<file path="config.mk">
export PLATFORM = sky130hd
export DESIGN_NAME = time_dmr_end
export DESIGN_NICKNAME = d
export VERILOG_FILES = /design/src/rtl/time_dmr_end.sv
export SDC_FILE = /design/constraint.sdc
export NUM_CORES = 1
export LEC_CHECK = 0
export ABC_AREA = 1
export ABC_CLOCK_PERIOD_IN_PS = 4300
export BUFFER_PORTS_ARGS = -buffer_cell sky130_fd_sc_hd__buf_2
export CAP_MARGIN = 20
export CORE_AREA = 2 2 100 102
export DETAILED_ROUTE_END_ITERATION = 7
export DIE_AREA = 0 0 102 104
export PLACE_DENSITY_LB_ADDON = 0.08
export SKIP_CTS_REPAIR_TIMING = 1
export SLEW_MARGIN = 30
export SYNTH_ARGS = -nofsm -noshare
export SYNTH_HDL_FRONTEND = slang
export SYNTH_SLANG_ARGS = --single-unit
export TNS_END_PERCENT = 1
</file>
<file path="constraint.sdc">
create_clock -name clk_i -period 4.3 [get_ports clk_i]
set_input_delay 0.645 -clock clk_i [delete_from_list [all_inputs] [get_ports clk_i]]
set_output_delay 0.645 -clock clk_i [all_outputs]
set_load 0.02 [all_outputs]
</file>
<file path="src/rtl/time_dmr_end.sv">
// Back end of a time-redundant (DMR) pipeline: pairs back-to-back copies, forwards one result per pair.
// Optional macro TIME_DMR_END_FAULT_CNT_EN adds a saturating 16-bit fault_count_o output.
module time_dmr_end #(
  parameter type         DataType           = logic [15:0],
  parameter int unsigned IDSize             = 4,
  parameter int unsigned LockTimeout        = 48,
  parameter bit          InternalRedundancy = 1'b0
) (
  input  logic              clk_i,
  input  logic              rst_ni,
  input  logic              enable_i,
  input  logic [IDSize-1:0] next_id_i,
  input  DataType           data_i,
  input  logic [IDSize-1:0] id_i,
  input  logic              valid_i,
  output logic              ready_o,
  output DataType           data_o,
  output logic [IDSize-1:0] id_o,
  output logic              needs_retry_o,
  output logic              valid_o,
  input  logic              ready_i,
  output logic              lock_o,
  output logic              fault_detected_o
`ifdef TIME_DMR_END_FAULT_CNT_EN
  ,
  output logic [15:0]       fault_count_o
`endif
);

  localparam int unsigned     CntW       = $clog2(LockTimeout + 1);
  localparam logic [CntW-1:0] TimeoutVal = CntW'(LockTimeout);

  typedef enum logic {
    EMPTY      = 1'b0,
    HAVE_FIRST = 1'b1
  } state_e;

  state_e            state_d, state_q;
  logic [CntW-1:0]   cnt_d, cnt_q;

  DataType           buf_data_d, buf_data_q;
  logic [IDSize-1:0] buf_id_d, buf_id_q;

  DataType           out_data_d, out_data_q;
  logic [IDSize-1:0] out_id_d, out_id_q;
  logic              out_retry_d, out_retry_q;
  logic              out_valid_d, out_valid_q;
  logic              fault_d, fault_q;

  logic              out_free;
  logic [IDSize-1:0] id_plus_one;

  assign out_free    = !out_valid_q || ready_i;
  assign id_plus_one = buf_id_q + IDSize'(1);

  // State and timeout counter; optionally kept in three voted copies.
  generate
    if (InternalRedundancy) begin : gen_tmr
      state_e          state_r_q [3];
      logic [CntW-1:0] cnt_r_q   [3];

      always_ff @(posedge clk_i or negedge rst_ni) begin
        if (!rst_ni) begin
          for (int i = 0; i < 3; i++) begin
            state_r_q[i] <= EMPTY;
            cnt_r_q[i]   <= '0;
          end
        end else begin
          for (int i = 0; i < 3; i++) begin
            state_r_q[i] <= state_d;
            cnt_r_q[i]   <= cnt_d;
          end
        end
      end

      assign state_q = state_e'((state_r_q[0] & state_r_q[1]) |
                                (state_r_q[0] & state_r_q[2]) |
                                (state_r_q[1] & state_r_q[2]));
      assign cnt_q   = (cnt_r_q[0] & cnt_r_q[1]) |
                       (cnt_r_q[0] & cnt_r_q[2]) |
                       (cnt_r_q[1] & cnt_r_q[2]);
    end else begin : gen_single
      always_ff @(posedge clk_i or negedge rst_ni) begin
        if (!rst_ni) begin
          state_q <= EMPTY;
          cnt_q   <= '0;
        end else begin
          state_q <= state_d;
          cnt_q   <= cnt_d;
        end
      end
    end
  endgenerate

  // A handshake in HAVE_FIRST always wins over a pending timeout abort.
  always_comb begin
    state_d     = state_q;
    cnt_d       = cnt_q;
    buf_data_d  = buf_data_q;
    buf_id_d    = buf_id_q;
    out_data_d  = out_data_q;
    out_id_d    = out_id_q;
    out_retry_d = out_retry_q;
    out_valid_d = out_valid_q && !ready_i;
    fault_d     = 1'b0;

    if (!enable_i) begin
      state_d     = EMPTY;
      cnt_d       = '0;
      out_valid_d = 1'b0;
    end else begin
      unique case (state_q)
        EMPTY: begin
          if (valid_i) begin
            buf_data_d = data_i;
            buf_id_d   = id_i;
            cnt_d      = '0;
            state_d    = HAVE_FIRST;
          end
        end
        HAVE_FIRST: begin
          if (valid_i && out_free) begin
            out_valid_d = 1'b1;
            out_data_d  = buf_data_q;
            out_id_d    = buf_id_q;
            out_retry_d = (id_i != buf_id_q) || (data_i != buf_data_q);
            fault_d     = out_retry_d;
            if (id_i == buf_id_q) begin
              state_d = EMPTY;
            end else begin
              // Lost or duplicated copy: the new beat restarts pairing.
              buf_data_d = data_i;
              buf_id_d   = id_i;
              cnt_d      = '0;
            end
          end else if (cnt_q >= TimeoutVal) begin
            if (out_free) begin
              out_valid_d = 1'b1;
              out_data_d  = buf_data_q;
              out_id_d    = buf_id_q;
              out_retry_d = 1'b1;
              fault_d     = 1'b1;
              state_d     = EMPTY;
            end
          end else if (next_id_i != id_plus_one) begin
            cnt_d = TimeoutVal;
          end else begin
            cnt_d = cnt_q + CntW'(1);
          end
        end
        default: state_d = EMPTY;
      endcase
    end
  end

  always_ff @(posedge clk_i or negedge rst_ni) begin
    if (!rst_ni) begin
      buf_data_q  <= '0;
      buf_id_q    <= '0;
      out_data_q  <= '0;
      out_id_q    <= '0;
      out_retry_q <= 1'b0;
      out_valid_q <= 1'b0;
      fault_q     <= 1'b0;
    end else begin
      buf_data_q  <= buf_data_d;
      buf_id_q    <= buf_id_d;
      out_data_q  <= out_data_d;
      out_id_q    <= out_id_d;
      out_retry_q <= out_retry_d;
      out_valid_q <= out_valid_d;
      fault_q     <= fault_d;
    end
  end

  // Disabled mode is a pure wire-through of the handshake.
  always_comb begin
    if (enable_i) begin
      ready_o          = (state_q == EMPTY) ? 1'b1 : out_free;
      lock_o           = (state_q == HAVE_FIRST);
      data_o           = out_data_q;
      id_o             = out_id_q;
      needs_retry_o    = out_retry_q;
      valid_o          = out_valid_q;
      fault_detected_o = fault_q;
    end else begin
      ready_o          = ready_i;
      lock_o           = 1'b0;
      data_o           = data_i;
      id_o             = id_i;
      needs_retry_o    = 1'b0;
      valid_o          = valid_i;
      fault_detected_o = 1'b0;
    end
  end

`ifdef TIME_DMR_END_FAULT_CNT_EN
  logic [15:0] fault_cnt_q;

  always_ff @(posedge clk_i or negedge rst_ni) begin
    if (!rst_ni) begin
      fault_cnt_q <= '0;
    end else if (fault_detected_o && (fault_cnt_q != 16'hFFFF)) begin
      fault_cnt_q <= fault_cnt_q + 16'd1;
    end
  end

  assign fault_count_o = fault_cnt_q;
`endif

endmodule

</file>
==> impl_results.md, run 1 <==
- Status: finished, final reports clean
- Peak VDD IR: between 0.15 and 0.2 mV
- RSZ-0062 raised after global routing: no
- Max Cap Viol: 0
- Top post-synthesis cells by count: 146 x nand2_1, 50 x dfrtp_1, 41 x inv_1
- Final period utilization: roughly three fifths
- Routed Antenna Nets: 0
- N_diodes: 0
- Worst-path maximum fanout: 47
- Placed insts: 539
- Htree depth: 2
- Setup TNS: 0 ns
- Die Ht: approximately 100 um
- #FFs+latches synth: 50
- Boundary Pins: 54
- Vias in the first global route: about 2,300
- Slew HR: around half
- TritonCTS buffer count: 5
- Final setup vio count: 0
- Buffers added on ports: 53
- WL final: 6.48 mm
- FILL cells: between 1,000 and 1,500
- Iter 0 DRT Violations: 87
- Critical path required time: roughly 3.7 ns
- Post-Syn Nets: between 300 and 400
- Mapped Area: approximately 2800 um2
- M3 GR Usage: roughly 2.2%
- Clock root buffer: clkbuf_8
- Yosys top cell area share: approximately 45%
- Worst Hold Margin: around 0.45 ns
- CP bufs+invs: 3
- Worst setup path category: in -> out
- Fin cells: approximately 550
- FP Rows: 36
- Clk pin slew, worst setup/hold paths: ~0.090 ns
- Ranking of synthesized cells by area: dfrtp_1 45%, nand2_1 20%, inv_1 5.5%, o21ai_2 5.3%, o21ai_0 4.5%
- Worst EP arrival: roughly 1.9 ns
- Max incr delay on CP: 0.58 ns
- Top FF cell, synth: dfrtp_1
- Fin. Hold Viols: 0
- Die Area: 10,600 um2
- Pin count of the biggest net entering global routing: 51
- Post-Syn Instances: 364
- Clock Skew: between 0.009 and 0.01 ns
- Crit-path cells: buf_2 > nand2_2 > inv_1 > a22oi_1 > buf_2
- Number of flops mapped to enable cells by yosys: 0
- DP HPWL: 4.49 mm
- Slowest-stage cell, CP: buf_2
- Pwr/cell area: roughly 430 nW/um2
- Avg Cell Area, Syn: 7.65 um2
- WL per Instance: ~12 um
- Routed vias/inst: between 4 and 5
- Starting Density: approximately 29%
- Area grow syn2layout: 15.4%
- Crit end category: primary output
- Residual DRC: 0
- Period minus WS final: between 2 and 3 ns
- Upper clock frequency limit: about 0.40 GHz
- All-Layer GR Usage: between 10% and 20%
- Final nets: 444
- Most frequent CP cell: buf_2
- Fin. max-slew vios: 0
- Core Region: ~9500 um2
- Total number of vias: ~2,300
- Worst Hold Class: in -> async
- Congestion Overflow GR: 0
- Fraction of layout cells with a size suffix above 1: between 20% and 30%
- Top cell type by total area after synthesis: dfrtp_1
- Slew @ Worst Pin: between 0.7 and 0.8 ns
- Grt met1 use: between 10% and 20%
- GP Congestion: approximately 0.77
- Register area share after synthesis: roughly 45%
- Clk_lat worst skew: about 0.30 ns
- Delay-heaviest family, CP: buffers and inverters
- Die Width: ~100 um
- Startpoint types: input pin
- Initial antenna violation count: 0
- First-pass GRT wire length: 10.9 mm
- Async set-reset flop share out of synthesis: 100%
- Met2 GRT Util: 20.3%
- CTS Buffer Depth: 2
- Drt pass-1 iters: 4
- Busiest layer in global routing: met2
- # clock sinks: 50
- Synthesis Warnings: 0
- CTS tree: built
- Cell with the most instances after synthesis: nand2_1
- Pleak: 1.74 nW
- Netlist cell types: 26
[state kept, by name, indices dropped and copies added (netlist names)]
signal       count
out_valid_q      1
out_data_q      16
fault_q          1
buf_data_q      16
out_retry_q      1
cnt_q            6
buf_id_q         4
state_q          1
out_id_q         4
[per-layer routing]
| metal | vias to the layer above | wire, um |
|---|---|---|
| met4 | 0 | 43 |
| li1 | 1211 | - |
| met1 | 1012 | 3350 |
| met2 | 43 | 2850 |
| met3 | 4 | 236 |
| met5 | - | 0 |
[cells in the final DEF, fill, tap and decap left out, types with 2 or more instances in the layout]
master / n
nor2_1: 11
o21ai_1: 9
nand3_1: 10
o21ai_2: 17
o21ai_0: 25
ha_1: 2
xnor2_1: 13
nand2_1: 146
clkbuf_8: 5
buf_2: 53
a21oi_1: 4
xor2_1: 8
inv_2: 5
inv_1: 41
clkbuf_1: 2
nand4_1: 2
dfrtp_1: 50
nand2_2: 2
[through the flow]
step / util (%) / setup slack [ns] / total power [W] / instance area, um2
after floorplan: - / 2.18 / 0.00100 / 2790
after global placement: 32.9 / 1.76 / 0.00112 / 3140
after detailed placement: 32.9 / 1.74 / 0.00113 / 3140
after CTS: 33.7 / 1.73 / 0.00140 / 3210
after global routing: 33.7 / 1.58 / 0.00149 / 3210
final: 33.7 / 1.78 / 0.00138 / 3210
[final cells by class]
class                   instances  area (um2)  share of cell area, %
multi-input cells             255        1270                   39.5
well taps                     133         166                   5.18
flip-flops and latches         50        1250                   38.9
repair buffers                 54         273                   8.49
clock buffers                   7        76.3                   2.37
inverters                      47         176                   5.49
[final timing paths]
kind | from | endpoint | slack, ns | cells past startpoint
worst min-delay path | rst_ni | buf_id_q[1]$_DFFE_PN0P_ | 0.45 | 2
worst min register to register | out_data_q[5]$_DFFE_PN0P_ | out_data_q[5]$_DFFE_PN0P_ | 0.48 | 2
worst max-delay path | enable_i | ready_o | 1.78 | 5
worst max register to register | buf_id_q[1]$_DFFE_PN0P_ | buf_data_q[9]$_DFFE_PN0P_ | 2.54 | 10
max in group asynchronous | rst_ni | out_data_q[5]$_DFFE_PN0P_ | 3.39 | 2
min in group clk_i | out_data_q[5]$_DFFE_PN0P_ | out_data_q[5]$_DFFE_PN0P_ | 0.48 | 2
[cells by family (layout without fill, tap and decap cells)]
family | Yosys count | after routing | share of synthesized area, %
AOI/OAI and AO/OA | 58 | 58 | 13.0
xor gates and xnor gates | 21 | 21 | 6.60
adders and majority gates | 2 | 2 | 0.898
buffers and inverters | 59 | 108 | 9.43
DFF | 50 | 50 | 44.9
and+or+nand+nor | 174 | 174 | 25.2
[power breakdown]
group          switching, W  internal, W
clock network      0.000154     0.000113
registers         0.0000897     0.000589
logic              0.000263     0.000168
(Power assumes the default switching activity.)
==> inputs of run 2 (changes only) <==
--- a/config.mk
+++ b/config.mk
@@ -6,7 +6,7 @@
 export NUM_CORES = 1
 export LEC_CHECK = 0
 export ABC_AREA = 1
-export ABC_CLOCK_PERIOD_IN_PS = 4300
+export ABC_CLOCK_PERIOD_IN_PS = 2400
 export BUFFER_PORTS_ARGS = -buffer_cell sky130_fd_sc_hd__buf_2
 export CAP_MARGIN = 20
 export CORE_AREA = 2 2 100 102
==> constraint.sdc (replaced) <==
create_clock -name clk_i -period 2.4 [get_ports clk_i]
set_input_delay 0.36 -clock clk_i [delete_from_list [all_inputs] [get_ports clk_i]]
set_output_delay 0.36 -clock clk_i [all_outputs]
set_load 0.02 [all_outputs]
==> run 2 against run 1 <==
Power rose by 80%. Clock-buffer cell count unchanged. Core utilization is 0.29 points higher. Clock power rose by 83%. Worst hold slack got worse by 0.36 ns. Critical endpoint is now buf_data_q[9]$_DFFE_PN0P_. Via count up 2.3%.
==> impl_results.md, run 2 (synthesis results as in run 1) <==
- Die Width: slightly above 100 um
- Final core utilization: about 34%
- Boundary Pins: 54
- All-Layer GR Usage: approximately 14%
- Worst R2R Setup Slack: approximately 0.67 ns
- Fin. Hold Viols: 0
- Total number of vias: 2,322
- N_diodes: 0
- Delay-heaviest family, CP: simple AND/OR/NAND/NOR gates
- Upper clock frequency limit: 0.578 GHz
- Vias in the first global route: 2,301
- Final period utilization: a little over 70%
- Design area: between 3000 and 4000 um2
- Slew @ Worst Pin: 0.668 ns
- Slowest-stage cell, CP: dfrtp_1
- Clock Skew: ~0.0056 ns
- Area of the multi-input gates: between 1000 and 1500 um2
- Final setup vio count: 0
- Routed Antenna Nets: 0
- Fraction of layout cells with a size suffix above 1: a little over a fifth
- Post-Place Setup Slack: ~0.63 ns
- Final nets: about 450
- FP Rows: 36
- Worst setup path category: reg -> reg
- Core Region: 9550 um2
- Crit-path cells: inv_2 > nand2_1 > nand2_1 > nor2_1 > nand2_1 > nand2_1 > nand2_2 > nand2_4 > nand2_1 > o21ai_2
- Status: finished, final reports clean
- RR Endpoint: buf_data_q[9]$_DFFE_PN0P_
- Grt met1 use: between 20% and 30%
- Worst-path maximum fanout: 41
- Starting Density: between 20% and 30%
- Iter 0 DRT Violations: between 100 and 150
- Routed vias/inst: 4.24
- Pwr/cell area: 764 nW/um2
- Fin. max-slew vios: 0
- Met2 GRT Util: about a fifth
- CP bufs+invs: 1
- Sequential cell area: 1250 um2
- TritonCTS buffer count: 5
- CTS tree: built
- First-pass GRT wire length: 11.6 mm
- Most frequent CP cell: nand2_1
- Worst Hold Class: in -> async
- Commonest non-fill, non-tap cell in the layout: nand2_1
- Pleak: between 1.5 and 2 nW
- Crit end category: flop
- Residual DRC: 0
- R2R depth: 10
- Clk_lat worst skew: about 0.30 ns
- Htree depth: 2
- RSZ-0062 raised after global routing: no
- M3 GR Usage: about 2.7%
- Max incr delay on CP: around 0.48 ns
- Initial antenna violation count: 0
- Peak VDD IR: between 0.2 and 0.3 mV
- # clock sinks: 50
- Congestion Overflow GR: 0
- Period minus WS final: roughly 1.7 ns
- Startpoint types: flop
- Buffers added on ports: 53
- Critical path required time: around 2.6 ns
- DP HPWL: 4.86 mm
- Pin count of the biggest net entering global routing: 42
- Slew HR: a little under three fifths
- RR Startpoint: buf_id_q[0]$_DFFE_PN0P_
- Area grow syn2layout: 16.4%
- Dpl cell area: around 3200 um2
- WL per Instance: about 12 um
- Setup TNS: 0 ns
- Die Ht: around 100 um
- CTS Buffer Depth: 2
- Commonest cells after routing, fill and taps aside: 146 x nand2_1, 53 x buf_2, 50 x dfrtp_1
- Drt pass-1 iters: 4
- Die Area: approximately 11,000 um2
- Largest registers: buf_data_q x16, out_data_q x16, cnt_q x6
- GP Congestion: 0.746
- FILL cells: roughly 1,100
- Clk pin slew, worst setup/hold paths: ~0.09 ns
- Worst EP arrival: a little under 2 ns
- Busiest layer in global routing: met2
- Clock root buffer: clkbuf_8
- WL final: approximately 6.7 mm
- Worst setup margin: between 0.6 and 0.7 ns
- Max Cap Viol: 0
-- run 2: cell count changes in the layout (fill, tap and decap cells not counted), sizes merged --
cell	before	now
buf	54	56
-- run 2: worst max-delay path by stage --
stage	start	to	depth (start not counted)
6_report	buf_id_q[0]$_DFFE_PN0P_	buf_data_q[9]$_DFFE_PN0P_	10
5_1_grt	buf_id_q[0]$_DFFE_PN0P_	buf_data_q[9]$_DFFE_PN0P_	10
4_1_cts	buf_id_q[0]$_DFFE_PN0P_	buf_data_q[9]$_DFFE_PN0P_	10
3_5_place_dp	id_i[0]	buf_data_q[9]$_DFFE_PN0P_	11
3_3_place_gp	id_i[1]	buf_id_q[2]$_DFFE_PN0P_	11
2_1_floorplan	enable_i	data_o[1]	3
-- run 2: layout make-up --
type | count | area share [%]
inverters | 47 | 5.44
clock buffers | 7 | 2.35
flip-flops and latches | 50 | 38.6
multi-input cells | 255 | 39.2
well taps | 133 | 5.13
repair buffers | 56 | 9.26
-- run 2: power by group --
group          switching, W  internal, W
sequential         0.000160      0.00106
combinational      0.000472     0.000306
clock              0.000284     0.000202
-- run 2: through the flow --
| stage | total power [W] | hold WS, ns | instances |
|---|---|---|---|
| after floorplan | 0.00179 | 0.0644 | 364 |
| after global placement | 0.00202 | 0.450 | 541 |
| after detailed placement | 0.00202 | 0.444 | 541 |
| after CTS | 0.00253 | 0.108 | 548 |
| after global routing | 0.00269 | 0.127 | 548 |
| final | 0.00248 | 0.0854 | 548 |
-- run 2: layer usage --
metal / up-vias / wire length (um)
li1: 1224 / -
met1: 1047 / 3470
met2: 46 / 2900
met3: 5 / 312
met4: 0 / 59
met5: - / 0
==> inputs of run 3 (changes only) <==
--- a/config.mk
+++ b/config.mk
@@ -6,7 +6,7 @@
 export NUM_CORES = 1
 export LEC_CHECK = 0
 export ABC_AREA = 1
-export ABC_CLOCK_PERIOD_IN_PS = 2400
+export ABC_CLOCK_PERIOD_IN_PS = 1400
 export BUFFER_PORTS_ARGS = -buffer_cell sky130_fd_sc_hd__buf_2
 export CAP_MARGIN = 20
 export CORE_AREA = 2 2 100 102
==> constraint.sdc (replaced) <==
create_clock -name clk_i -period 1.4 [get_ports clk_i]
set_input_delay 0.21 -clock clk_i [delete_from_list [all_inputs] [get_ports clk_i]]
set_output_delay 0.21 -clock clk_i [all_outputs]
set_load 0.02 [all_outputs]
==> run 3 against run 2 <==
The run now ends with setup timing left. Clock-buffer cell count shrank 1. Sequential power rose by 74%. Combinational power rose by 130%. Maximum frequency rose by 15%. Sequential share of layout area down 5.6 points. Sequential cell count did not move. Clock skew grew 0.0033 ns. Global-route usage rose by 0.062 points. Critical path type unchanged. Largest power group unchanged.
==> impl_results.md, run 3 (synthesis results as in run 1) <==
- Upper clock frequency limit: between 0.6 and 0.7 GHz
- Commonest cells after routing, fill and taps aside: 128 x nand2_1, 52 x buf_2, 47 x dfrtp_1
- Failing checks: setup timing
- Worst Hold Class: in -> reg
- Pwr/cell area: around 1300 nW/um2
- Routed vias/inst: about 4.3
- Die Width: a little over 100 um
- Worst setup path category: reg -> reg
- Post-Place Setup Slack: -0.175 ns
- Final nets: ~470
- Die Area: 10,600 um2
- Final period utilization: 108%
- Pin count of the biggest net entering global routing: 51
- Crit end category: flop
- Worst-path maximum fanout: 8
- Largest registers: buf_data_q x16, out_data_q x16, cnt_q x6
- Fin. Hold Viols: 0
- WL final: 7.36 mm
- Worst path depth: 11
- Htree depth: 2
- WL per Instance: approximately 13 um
- Delay-heaviest family, CP: simple AND/OR/NAND/NOR gates
- Slowest-stage cell, CP: dfrtp_2
- Boundary Pins: between 50 and 60
- Fraction of layout cells with a size suffix above 1: 33.7%
- Drt pass-1 iters: 4
- Buffers added on ports: between 50 and 60
- RR Endpoint: buf_data_q[3]$_DFFE_PN0P_
- Area grow syn2layout: 36.7%
- TritonCTS buffer count: 5
- Total number of vias: roughly 2,500
- CTS tree: built
- Residual DRC: 0
- Die Ht: 104 um
- Max Cap Viol: 0
- Critical path required time: roughly 1.6 ns
- Setup TNS: -2.41 ns
- Worst setup margin: -0.107 ns
- Fin cells: 575
- # clock sinks: 50
- RSZ-0062 raised after global routing: yes
- Commonest non-fill, non-tap cell in the layout: nand2_1
- Startpoint types: flop
- Max incr delay on CP: between 0.4 and 0.5 ns
- Period minus WS final: roughly 1.5 ns
- Vias in the first global route: 2,372
- Final setup vio count: 28
- CTS Buffer Depth: 2
- Status: complete, but fails checks
- CP bufs+invs: 2
- Initial antenna violation count: 0
- Slew @ Worst Pin: roughly 0.47 ns
- Placed insts: 560
- DP HPWL: between 4 and 5 mm
- N_diodes: 0
- Clock Skew: a little under 0.009 ns
- Crit-path cells: buf_6 > nand2_2 > nand2_2 > nor2_4 > nand2_2 > nand2_2 > nand2_4 > nand2_8 > clkbuf_16 > nand2_4 > o21ai_2
- FP Rows: 36
- Iter 0 DRT Violations: 42
- Crit path capture: buf_data_q[3]$_DFFE_PN0P_
- Core Region: 9550 um2
- R2R depth: 11
- Pleak: ~2.0 nW
- All-Layer GR Usage: ~14%
- Worst Setup SP: buf_id_q[1]$_DFFE_PN0P_
- RR Startpoint: buf_id_q[1]$_DFFE_PN0P_
- Worst R2R Setup Slack: -0.11 ns
- First-pass GRT wire length: 11.7 mm
- Congestion Overflow GR: 0
- Most frequent CP cell: nand2_2
- Clock root buffer: clkbuf_8
- Starting Density: slightly below 30%
- Worst EP arrival: about 1.8 ns
- Routed Antenna Nets: 0
- Peak VDD IR: 0.515 mV
- Clk pin slew, worst setup/hold paths: roughly 0.09 ns
- Fin. max-slew vios: 0
- Clk_lat worst skew: 0.30 ns
- Slew HR: between 60 and 70%
- GP Congestion: between 0.7 and 0.8
run 3: changes by cell type in the layout (fill, tap and decap cells not counted), sizes merged:
cell	delta
clkbuf	+3
buf	+22
dlygate4sd3	+1
bufinv	+1
clkinv	-1
inv	+1
run 3: cell type report:
type	instances	area, um2
Tap cell	133	166
Sequential cell	50	1250
Clock buffer	6	82.6
Clock inverter	1	30.0
Multi-Input combinational cell	255	1430
Fill cell	1035	5740
Timing Repair Buffer	83	668
Inverter	47	179
run 3: metal layers:
| layer | vias to the layer above | wire length, um | track usage, % |
|---|---|---|---|
| li1 | 1273 | - | - |
| met3 | 7 | 243 | 2.42 |
| met2 | 39 | 3340 | 21.6 |
| met1 | 1144 | 3690 | 19.6 |
| met4 | 0 | 77 | 3.43 |
| met5 | - | 0 | 0 |
run 3: worst min path at each step:
stage                    from                        end  slack [ns]  depth (start not counted)
floorplan              rst_ni  buf_data_q[0]$_DFFE_PN0P_       -0.09                          0
CTS                    rst_ni    out_id_q[0]$_DFFE_PN0P_       -0.11                          2
finish              data_i[7]  buf_data_q[7]$_DFFE_PN0P_        0.17                          3
global route        data_i[0]  buf_data_q[0]$_DFFE_PN0P_        0.18                          3
global placement       rst_ni    out_id_q[0]$_DFFE_PN0P_        0.23                          2
detailed placement     rst_ni    out_id_q[0]$_DFFE_PN0P_        0.23                          2
run 3: stage by stage:
step	utilization [%]	cell area, um2	hold WS (ns)	total power [W]
2_1_floorplan	-	2790	-0.0856	0.00307
3_3_place_gp	35.4	3380	0.234	0.00360
3_5_place_dp	35.4	3380	0.226	0.00362
4_1_cts	36.6	3500	-0.111	0.00470
5_1_grt	39.9	3810	0.176	0.00531
6_report	39.9	3810	0.168	0.00494
run 3: worst register-to-register path, stage by stage (launching register included):
cell and delay [ns]:
dfrtp_2 0.45, buf_6 0.13, nand2_2 0.06, nand2_2 0.06, nor2_4 0.08, nand2_2 0.07, nand2_2 0.10, nand2_4 0.07
nand2_8 0.13, clkbuf_16 0.20, nand2_4 0.05, o21ai_2 0.05
run 3: where the power goes:
part,leakage [nW],switching [W],internal (W)
clock,0.0573,0.000494,0.000573
combinational,1.34,0.000967,0.000805
sequential,0.634,0.000289,0.00181
